File: config.mk
export PLATFORM = sky130hd
export DESIGN_NAME = nibble_serial_add_ctrl
export DESIGN_NICKNAME = d
export VERILOG_FILES = /design/src/rtl/nibble_serial_add_ctrl.sv
export SDC_FILE = /design/constraint.sdc
export NUM_CORES = 1
export LEC_CHECK = 0
export ABC_AREA = 1
export CAP_MARGIN = 20
export CELL_PAD_IN_SITES_DETAIL_PLACEMENT = 2
export CELL_PAD_IN_SITES_GLOBAL_PLACEMENT = 2
export CORE_MARGIN = 1
export CORE_UTILIZATION = 27
export CTS_CLUSTER_SIZE = 16
export DETAILED_ROUTE_END_ITERATION = 7
export GPL_TIMING_DRIVEN = 0
export PLACE_DENSITY_LB_ADDON = 0.3
export SLEW_MARGIN = 20
export SYNTH_ARGS = -nofsm -noshare
export SYNTH_HDL_FRONTEND = slang
export SYNTH_SLANG_ARGS = --single-unit
File: constraint.sdc
create_clock -name clk -period 2.1 [get_ports clk]
set_input_delay 0.525 -clock clk [delete_from_list [all_inputs] [get_ports clk]]
set_output_delay 0.525 -clock clk [all_outputs]
set_load 0.005 [all_outputs]
File: src/rtl/nibble_serial_add_ctrl.sv
// Nibble-serial adder/subtractor: one 4-bit carry-lookahead slice reused
// once per cycle across NIBBLES slices of the operands.
//
// state | meaning
// IDLE  | ready for a request, in_ready high
// ADD   | one nibble per cycle through the lookahead slice, busy high
// DONE  | result held on sum/cout/ovf with out_valid high until taken
module nibble_serial_add_ctrl #(
  parameter int NIBBLES = 4
) (
  input  logic                   clk,
  input  logic                   rst_n,
  input  logic                   in_valid,
  output logic                   in_ready,
  input  logic                   sub,
  input  logic                   cin,
  input  logic [4*NIBBLES-1:0]   a,
  input  logic [4*NIBBLES-1:0]   b,
  output logic                   out_valid,
  input  logic                   out_ready,
  output logic [4*NIBBLES-1:0]   sum,
  output logic                   cout,
  output logic                   ovf,
  output logic                   busy
);

  localparam int W    = 4 * NIBBLES;
  localparam int IDXW = (NIBBLES > 1) ? $clog2(NIBBLES) : 1;
  localparam logic [IDXW-1:0] LAST_IDX = IDXW'(NIBBLES - 1);

  typedef enum logic [1:0] {
    IDLE = 2'd0,
    ADD  = 2'd1,
    DONE = 2'd2
  } state_t;

  state_t          state, state_nxt;
  logic [W-1:0]    a_reg, b_reg;
  logic            carry_reg;
  logic [IDXW-1:0] idx;
  logic            accept;
  logic            last_nib;

  logic [3:0]      x, y, g, p, s;
  logic [4:0]      c;

  // Lookahead slice: every carry expanded directly from the slice carry-in.
  always_comb begin
    x    = a_reg[4*idx +: 4];
    y    = b_reg[4*idx +: 4];
    g    = x & y;
    p    = x | y;
    c    = '0;
    c[0] = carry_reg;
    c[1] = g[0] | (p[0] & c[0]);
    c[2] = g[1] | (p[1] & g[0]) | (p[1] & p[0] & c[0]);
    c[3] = g[2] | (p[2] & g[1]) | (p[2] & p[1] & g[0])
         | (p[2] & p[1] & p[0] & c[0]);
    c[4] = g[3] | (p[3] & g[2]) | (p[3] & p[2] & g[1])
         | (p[3] & p[2] & p[1] & g[0]) | (p[3] & p[2] & p[1] & p[0] & c[0]);
    s    = x ^ y ^ c[3:0];
  end

  // State register.
  always_ff @(posedge clk or negedge rst_n) begin
    if (!rst_n) state <= IDLE;
    else        state <= state_nxt;
  end

  // Next-state and handshake outputs.
  always_comb begin
    state_nxt = state;
    in_ready  = 1'b0;
    out_valid = 1'b0;
    busy      = 1'b0;
    case (state)
      IDLE: begin
        in_ready = 1'b1;
        if (in_valid) state_nxt = ADD;
      end
      ADD: begin
        busy = 1'b1;
        if (idx == LAST_IDX) state_nxt = DONE;
      end
      DONE: begin
        out_valid = 1'b1;
        if (out_ready) state_nxt = IDLE;
      end
      default: state_nxt = IDLE;
    endcase
  end

  assign accept   = in_valid & in_ready;
  assign last_nib = (state == ADD) && (idx == LAST_IDX);

  // Operand capture on accept, then one result nibble per ADD cycle.
  // Subtraction is folded into capture: B inverted and carry-in forced high.
  always_ff @(posedge clk or negedge rst_n) begin
    if (!rst_n) begin
      a_reg     <= '0;
      b_reg     <= '0;
      carry_reg <= 1'b0;
      idx       <= '0;
      sum       <= '0;
      cout      <= 1'b0;
      ovf       <= 1'b0;
    end else if (accept) begin
      a_reg     <= a;
      b_reg     <= b ^ {W{sub}};
      carry_reg <= sub | cin;
      idx       <= '0;
    end else if (state == ADD) begin
      sum[4*idx +: 4] <= s;
      carry_reg       <= c[4];
      idx             <= idx + IDXW'(1);
      if (last_nib) begin
        cout <= c[4];
        ovf  <= c[3] ^ c[4];
      end
    end
  end

endmodule

; ---- After elaboration in Yosys (flattened, before gate mapping)
; Index checks and enable logic that the tools add are counted.
[totals]
register_bits = 55
latch_bits = 0
mem_bits_rw = 0
romBits = 0
input_bits = 38
output_inout_bits = 21
word_cells = 73
n_memories = 0
[op_classes]
n_addsub = 2
multipliers = 0
n_div = 0
magnitude_cmp = 0
eq_ne = 6
shifts = 4
n_mux = 12
bitwise_logic = 35
reduce_logical = 6
[ops]
columns = operator, count
row1 = negator 4 -> 34 bit, 1
row2 = variable shift 4 x 34 -> 16 bit (first input constant), 1
row3 = variable part select 4 x 34 -> 16 bit, 1
row4 = variable part select 16 x 5 -> 4 bit, 2
row5 = bitwise AND 1 bit, 17
row6 = bitwise mux 16 bit, 1
row7 = bitwise XOR 16 bit, 1
row8 = OR 1 bit, 11
row9 = two-way mux 2 bit, 5
row10 = bitwise XOR 4 bit, 2
row11 = inequality test 2 bit (second input constant), 3
row12 = one-hot mux 2 bit (3 select lines), 1
row13 = AND reduction 3 bit, 2
row14 = two-way mux 1 bit, 5
row15 = bitwise AND 4 bit, 1
row16 = equality test 2 bit (second input constant), 2
row17 = OR 4 bit, 1
row18 = adder 2 x 1 -> 2 bit (second input constant), 1
row19 = equality test 2 x 1 -> 1 bit (second input constant), 1
row20 = zero test 2 bit, 1
row21 = AND reduction 2 bit, 1
row22 = nonzero test 2 bit, 1
row23 = logical AND 1 bit, 1
row24 = inverter 1 bit, 1
row25 = bitwise XOR 1 bit, 1

; ---- Logic depth before layout (Yosys ltp)
; Gate-level depths: netlist (run 1).
[depth]
depth_word = 9
mapped_depth = 14
ltp_nobuf = 14

; ---- Worst setup path before layout (run 1)
; OpenSTA, ideal clock, no wires.
[synth_timing]
path_type = flip-flop to flip-flop
startpoint = reg idx[0]
endpoint = reg sum[14]
setup_time_ns = 0.065
arrival_ns = 1.915
required_time_ns = 2.035
path_slack_ns = 0.120
stages_incl_launch_ff = 15
path_buffers = 1
synth_period_minus_slack_ns = 1.980
cell_sequence = dfrtp_1 inv_1 buf_4 nand2_1 a32oi_1 inv_1 ha_1 inv_1 nand2_1 nand2_1 a21o_1 nand2_1 nor2_1 nand3_1 nand2_1
[synth_via]
elab_chain_cells = 9
elab_cells_between_ends = 25
cone_classes = add/sub (1) / shift (4) / mux (1) / bitwise (19)
[synth_lines]
columns = item, line
row1 = start: declaration, 40  ; logic [IDXW-1:0] idx;
row2 = start signal: assignment, 115  ; idx <= idx + IDXW'(1);
row3 = "variable part select 16 x 5 -> 4 bit, on equally long branches", "49, 50"
row4 = OR 4 bit / bitwise AND 4 bit (equally long branches), "52, 51"
row5 = "bitwise AND 1 bit, on equally long branches", "57, 58"
row6 = OR 1 bit (tied with other cells), 57  ; c[3] = g[2] | (p[2] & g[1]) | (p[2] & p[1] & g[0])
row7 = OR 1 bit / bitwise AND 1 bit (equally long branches), "57, 58"
row8 = OR 1 bit, 58  ; | (p[2] & p[1] & p[0] & c[0]);
row9 = bitwise XOR 4 bit, 61  ; s = x ^ y ^ c[3:0];
row10 = variable part select 4 x 34 -> 16 bit, 113  ; sum[4*idx +: 4] <= s;
row11 = bitwise mux 16 bit (*), 113
row12 = end signal: indexed assignment, 113
row13 = end: declaration, 21  ; output logic [4*NIBBLES-1:0] sum,
; Mark *: on every way between the ends. The rest lies on a longest branch, timed or not.
; A chain may end at the register's enable or synchronous reset.

; ---- Worst setup path in the final report (run 1)
[layout_timing]
startpoint = reg idx[0]
endpoint = reg sum[7]
; The elaborated chain is that of the path after synthesis.

==> results of run 1 <==
-- what timing repair did --
action                                  in CTS  in global routing
endpoints found under the setup margin      20                 18
hold buffers                                 0                  0
gates resized for setup                     44                 34
setup buffers                               12                  4
pin swaps                                   18                 21
cloned                                       1                  0
-- worst max-delay path by stage --
| stage | start | endpoint | slack, ns |
|---|---|---|---|
| 2_1_floorplan | idx[0]$_DFFE_PN0P_ | sum[14]$_DFFE_PN0P_ | 0.12 |
| 3_3_place_gp | rst_n | b_reg[1]$_DFFE_PN0P_ | -1.29 |
| 3_5_place_dp | idx[0]$_DFFE_PN0P_ | sum[6]$_DFFE_PN0P_ | -0.61 |
| 4_1_cts | idx[0]$_DFFE_PN0P_ | sum[15]$_DFFE_PN0P_ | -0.06 |
| 5_1_grt | idx[0]$_DFFE_PN0P_ | sum[7]$_DFFE_PN0P_ | -0.12 |
| 6_report | idx[0]$_DFFE_PN0P_ | sum[7]$_DFFE_PN0P_ | -0.01 |
-- area by class of cell --
class,instances,area (um2),share of cell area [%]
repair buffers,74,723,17.0
multi-input cells,244,1580,37.2
plain buffers,14,149,3.50
inverters,37,146,3.44
clock buffers,8,100,2.35
flip-flops and latches,55,1380,32.5
well taps,136,170,4.00
-- power groups by stage --
stage          combinational, uW  clock, uW  sequential [uW]
2_1_floorplan               2290          0             1780
3_3_place_gp                3420          0             1820
3_5_place_dp                3550          0             1850
4_1_cts                     4470        689             1850
5_1_grt                     5530        720             1930
6_report                    5020        667             1870
-- cell families (layout without fill, tap and decap cells) --
logic type                 Yosys count  count (layout)  share of synthesized area (%)
AOI/OAI and AO/OA                   54              54                           11.1
buffers and inverters               51             133                           8.32
and+or+nand+nor                    158             158                           22.5
DFF                                 55              55                           46.4
adders and majority gates           15              15                           6.59
xor gates and xnor gates            17              17                           5.02
-- metal layers --
| layer | track usage (%) | share of wire, % | routed length [um] | up-vias |
|---|---|---|---|---|
| li1 | - | - | - | 1265 |
| met4 | 4.60 | 1.4 | 124 | 0 |
| met5 | 0 | 0 | 0 | - |
| met2 | 31.2 | 53 | 4700 | 48 |
| met1 | 19.8 | 43 | 3840 | 1293 |
| met3 | 2.55 | 3.0 | 265 | 12 |
-- synth_stat cells (4+ instances only) --
master / number
a21oi_1: 10
a32oi_1: 6
buf_2: 6
buf_4: 4
buf_6: 4
dfrtp_1: 55
ha_1: 14
inv_1: 29
inv_2: 7
nand2_1: 122
nand3_1: 13
nor2_1: 11
o21ai_0: 17
o21ai_1: 13
xnor2_1: 17
-- metrics by stage --
step                hold WS [ns]  setup TNS, ns  std cells  power, uW  util [%]
detailed placement         0.468          -7.26        543       5390      35.4
global placement           0.464         -76.57        543       5240      35.4
CTS                        0.292         -0.286        564       7010      39.2
finish                     0.244        -0.0227        568       7560      40.6
floorplan                  0.229              0        350       4060         -
global route               0.305         -0.934        568       8180      40.6
-- layout by cell type (no fill, tap or decap), types with 3 or more instances in the layout --
master           Yosys  final
o21ai_1             13     13
clkbuf_8             0      7
buf_2                6      5
inv_4                1      3
xnor2_1             17     16
nor2_2               2      4
ha_1                14     10
inv_1               29     23
buf_12               0      3
a32oi_2              2      5
clkdlybuf4s50_1      0     56
nand2_4              2      4
dfrtp_2              0      3
buf_4                4     18
nand2_1            122    111
nand3_1             13      6
a21oi_1             10      6
nor2_4               1      4
nand2_2              2     11
inv_2                7     11
nand3_2              0      6
buf_6                4      3
nor2_1              11      6
a21oi_2              0      3
dfrtp_1             55     52
o21ai_0             17     15
==> run summary, run 1 <==
Setup crit end kind - flip-flop
Synth Flop Type - dfrtp_1
Die ar. - 0.0114 mm2
IO buf count - 57
switch share - 46.1%
CTS tree - yes
CTS buffer count - 5
I/O pin cnt - 59
Clk pwr share - 8.8%
Reg2Reg Depth - 14
vias - 2,618
Ys Warns - 0
flop and latch count out of synthesis - 55
area leader, netlist - dfrtp_1
setup slack, reg-to-reg - -0.01 ns
nets@finish - 484
DP HPWL - 6.02 mm
Worst Path Max Fanout - 8
routed len/inst - 15.7 um
number of global-route vias before repair - 2,962
max_cap viols - 0
number of synthesized flops with an enable pin - 0
First-pass DRT Iterations - 4
status - finished with violations
placed cell area - 0.00370 mm2
cells after synthesis - 350
ranking of synthesized cells by area - dfrtp_1 46%, nand2_1 15%, ha_1 5.9%
Worst Tran Pin Value - 0.717 ns
Post-Place Worst Slack - -0.607 ns
Core Region - 0.0105 mm2
largest net degree at the start of global routing - 56
max_slew headroom - 52.2%
worst vdd ir - 0.653 mV
WP data required - 2.37 ns
Critical R2R Launch - idx[0]$_DFFE_PN0P_
fillers - 1,197
synth-to-layout area growth - 43.5%
design area - 0.00425 mm2
Mapped Area - 0.00296 mm2
CP arrival - 2.38 ns
drt drc - 0
total grt overflow - 0
cell family with most CP delay - simple AND/OR/NAND/NOR gates
P per Cell Area - 1780 mW/mm2
initial antenna violation count - 0
die height - 107 um
Internal - 4070 uW
stages on the worst setup path - 14
worst setup margin - -0.0138 ns
Initial Util - 28.3%
Total GRT Usage - 16.7%
Mapped Nets - 403
Die Width - 107 um
library cells used by synthesis - 31
Reg power frac - 24.7%
hold crit path type - input port to asynchronous set/reset pin
Final Max Tran Viols - 0
ordered list of cells on the worst path - buf_12 -> buf_6 -> nor2_4 -> inv_2 -> a32oi_2 -> inv_2 -> ha_4 -> nor2_4 -> nand3_2 -> nand3_4 -> nand2_2 -> nand2_4 -> nand4_1 -> nand2_1
ANT cells - 0
Psw - 3480 uW
CTS root buf - clkbuf_8
CTS clk-pin slew, worst paths - 0.11 ns
share of cells above drive strength 1 - 25.0%
DRT iter0 DRCs - 40
Rows - 37
RSZ-0062 raised after global routing - true
failing checks - setup timing
clock sinks - 55
Peak Freq - 473 MHz
critical path startpoint category - flip-flop
RR Endpoint - sum[7]$_DFFE_PN0P_
Hold Vio Cnt, Final - 0
Final period util - 101%
post-synthesis sequential area ratio - 46.4%
syn_area_per_cell - 8.47 um2
DRT antenna net count - 0
final wirelength - 8.93 mm
global-route wire length before repair - 14.7 mm
routability cong. - 0.770
Synth top area share - 46.4%
Combinational Power Share - 66.5%
Clock Tree Buf Depth - 2
final setup vio count - 3
Crit Path Category - flip-flop to flip-flop
Clock Skew - 0.0132 ns
Bufs and invs on worst path - 4
Clk Latency, worst-skew pair - 0.32 ns
htree depth - 2
Async SR Flop Fraction - 100%
Crit path largest cell delay - 0.47 ns
leakage power - 0.00194 uW
Final Critical Period - 2.11 ns
critical path's slowest cell - dfrtp_2
vias per inst - 4.61
(Power assumes the default switching activity.)
==> run 2, diff against run 1 <==
--- a/config.mk
+++ b/config.mk
@@ -5,12 +5,12 @@
 export SDC_FILE = /design/constraint.sdc
 export NUM_CORES = 1
 export LEC_CHECK = 0
-export ABC_AREA = 1
+export ABC_AREA = 0
 export CAP_MARGIN = 20
 export CELL_PAD_IN_SITES_DETAIL_PLACEMENT = 2
 export CELL_PAD_IN_SITES_GLOBAL_PLACEMENT = 2
 export CORE_MARGIN = 1
-export CORE_UTILIZATION = 27
+export CORE_UTILIZATION = 30
 export CTS_CLUSTER_SIZE = 16
 export DETAILED_ROUTE_END_ITERATION = 7
 export GPL_TIMING_DRIVEN = 0
==> run 2 against run 1 <==
  * Wire length fell by 13%
  * Global-route usage grew 0.58 points
  * The run still ends with setup timing left
  * Sequential share of layout area rose by 2.5 points
  * Clock power rose by 5.8%
  * Count of clock-buffer cells in the layout is 2 lower
  * Critical endpoint is now sum[3]$_DFFE_PN0P_
  * Utilization rose by 3.6 points
  * First-iteration DRC count up 53%
  * Synthesized cell count shrank 31%
  * Synthesized area fell by 5.3%
  * Via count down 18%
==> run summary, run 2 <==
status - finished with violations
failing checks - setup timing
Worst Path Max Fanout - 6
design area - 0.00393 mm2
number of synthesized flops with an enable pin - 0
worst vdd ir - 0.691 mV
I/O pin cnt - 59
final setup vio count - 19
max_cap viols - 0
DP HPWL - 5.54 mm
Total GRT Usage - 17.3%
Hold Vio Cnt, Final - 0
RR Endpoint - sum[3]$_DFFE_PN0P_
routability cong. - 0.719
Initial Util - 31.6%
total grt overflow - 0
Clock Skew - 0.00489 ns
Final Critical Period - 2.29 ns
Finished Core Util - 44.2%
commonest cells in the netlist - 55 x dfrtp_1, 23 x nor2_1, 20 x a21oi_1
Setup crit end kind - flip-flop
Rows - 34
dominant cell by count in the synthesized netlist - dfrtp_1
Async SR Flop Fraction - 100%
drt drc - 0
Core Region - 0.00889 mm2
cells after synthesis - 241
Die Width - 98.7 um
Psw - 3040 uW
share of cells above drive strength 1 - 29.7%
Die ar. - 0.00975 mm2
global-route wire length before repair - 13.0 mm
routed len/inst - 18.2 um
RSZ-0062 raised after global routing - true
switch share - 41.5%
Ys Warns - 0
Peak Freq - 437 MHz
leakage power - 0.00162 uW
CTS clk-pin slew, worst paths - 0.10 ns
worst setup margin - -0.187 ns
hold crit path type - input port to asynchronous set/reset pin
die height - 98.7 um
post-synthesis sequential area ratio - 49.0%
First-pass DRT Iterations - 4
DRT iter0 DRCs - 61
max_slew headroom - 50.8%
synth-to-layout area growth - 40.1%
initial antenna violation count - 0
flop and latch count out of synthesis - 55
Synth Flop Type - dfrtp_1
largest net degree at the start of global routing - 56
Clk pwr share - 9.7%
vias per inst - 5.04
nets@finish - 373
IO buf count - 57
most frequent cells in the layout - 55 x dfrtp_1, 55 x clkdlybuf4s50_1, 21 x nor2_1
critical path startpoint category - flip-flop
Post-Place Worst Slack - -0.567 ns
Mapped Nets - 294
area leader, netlist - dfrtp_1
Clk Latency, worst-skew pair - 0.31 ns
Mapped Area - 0.00281 mm2
Critical R2R Launch - idx[0]$_DFFE_PN0P_
clock sinks - 55
Worst Tran Pin Value - 0.737 ns
Reg power frac - 24.4%
library cells used by synthesis - 41
vias - 2,156
placed insts - 406
fin cells - 428
final wirelength - 7.77 mm
Reg2Reg Depth - 9
DRT antenna net count - 0
Internal - 4280 uW
WP data required - 2.31 ns
CTS buffer count - 5
syn_area_per_cell - 11.7 um2
Synth top area share - 49.0%
P per Cell Area - 1860 mW/mm2
number of global-route vias before repair - 2,413
CTS root buf - clkbuf_8
placed cell area - 0.00357 mm2
Final period util - 109%
CP arrival - 2.50 ns
setup slack, reg-to-reg - -0.19 ns
Crit Path Category - flip-flop to flip-flop
ranking of synthesized cells by area - dfrtp_1 49%, mux4_2 6.4%, ha_1 6.2%
ANT cells - 0
Final Max Tran Viols - 0
Combinational Power Share - 65.9%
htree depth - 2
Clock Tree Buf Depth - 2
CTS tree - yes
==> run 2: cell types whose count changed after synthesis, sizes merged, moves of 7 or more <==
cell / before / now
nor2: 14 / 23
a32oi: 8 / 0
mux4: 0 / 8
nand2: 126 / 14
nand3: 13 / 0
a22o: 1 / 8
mux2: 0 / 16
inv: 37 / 18
o21ai: 30 / 5
a21oi: 10 / 20
==> run 2: worst max path at each step <==
stage | slack [ns] | start | endpoint
after global routing | -0.26 | idx[0]$_DFFE_PN0P_ | sum[2]$_DFFE_PN0P_
final | -0.19 | idx[0]$_DFFE_PN0P_ | sum[3]$_DFFE_PN0P_
after detailed placement | -0.57 | idx[1]$_DFFE_PN0P_ | sum[11]$_DFFE_PN0P_
after CTS | -0.24 | idx[0]$_DFFE_PN0P_ | sum[11]$_DFFE_PN0P_
after global placement | -1.27 | rst_n | b_reg[10]$_DFFE_PN0P_
after floorplan | -0.10 | idx[0]$_DFFE_PN0P_ | sum[2]$_DFFE_PN0P_
==> run 2: per-layer routing <==
| layer | global-route usage, % | part of all wire (%) | vias up |
|---|---|---|---|
| met2 | 31.0 | 52 | 54 |
| met3 | 2.62 | 3.3 | 9 |
| met5 | 0 | 0 | - |
| li1 | - | - | 993 |
| met1 | 21.8 | 43 | 1100 |
| met4 | 4.48 | 1.6 | 0 |
==> run 2: timing repair <==
item                                    in CTS  in global routing
pin swaps                                   13                 14
gates resized for setup                     26                 17
buffers inserted                            11                  5
hold buffers                                 0                  0
endpoints found under the setup margin      20                 24
==> run 2: power groups by stage <==
stage               sequential [uW]  clock (uW)  combinational [uW]
floorplan                      1740           0                2520
global placement               1800           0                3550
detailed placement             1830           0                3730
CTS                            1800         727                4470
global route                   1850         758                5260
finish                         1790         706                4820
==> run 2: per-stage QoR <==
stage	hold slack, ns	power (uW)	setup TNS [ns]
global placement	0.465	5350	-80.38
finish	0.237	7310	-2.45
global route	0.308	7870	-3.87
CTS	0.285	7000	-2.07
floorplan	0.229	4260	-0.504
detailed placement	0.483	5560	-14.19
==> run 2: critical path, stage by stage (launching register included) <==
cell and delay, ns:
dfrtp_1 0.39, buf_6 0.15, buf_4 0.12, mux4_2 0.53
inv_2 0.10, ha_4 0.21, or2_4 0.24, o211ai_4 0.25
buf_6 0.14, o21ai_1 0.06
==> run 2: layout make-up <==
type | instances | area (um2)
buffer | 12 | 101
multi-input combinational | 156 | 1460
sequential | 55 | 1380
tap | 108 | 135
fill | 913 | 4960
clock buffer | 6 | 72.6
timing repair buffer | 72 | 691
clock inverter | 1 | 30.0
inverter | 18 | 67.6
==> run 2: logic make-up after synthesis <==
family	after synthesis	share of synthesized area, %
compound gates	52	13.7
xor+xnor	17	5.30
fa+ha+maj	15	6.95
buf+inv	30	4.63
flops	55	49.0
mux	24	12.8
simple gates	48	7.53
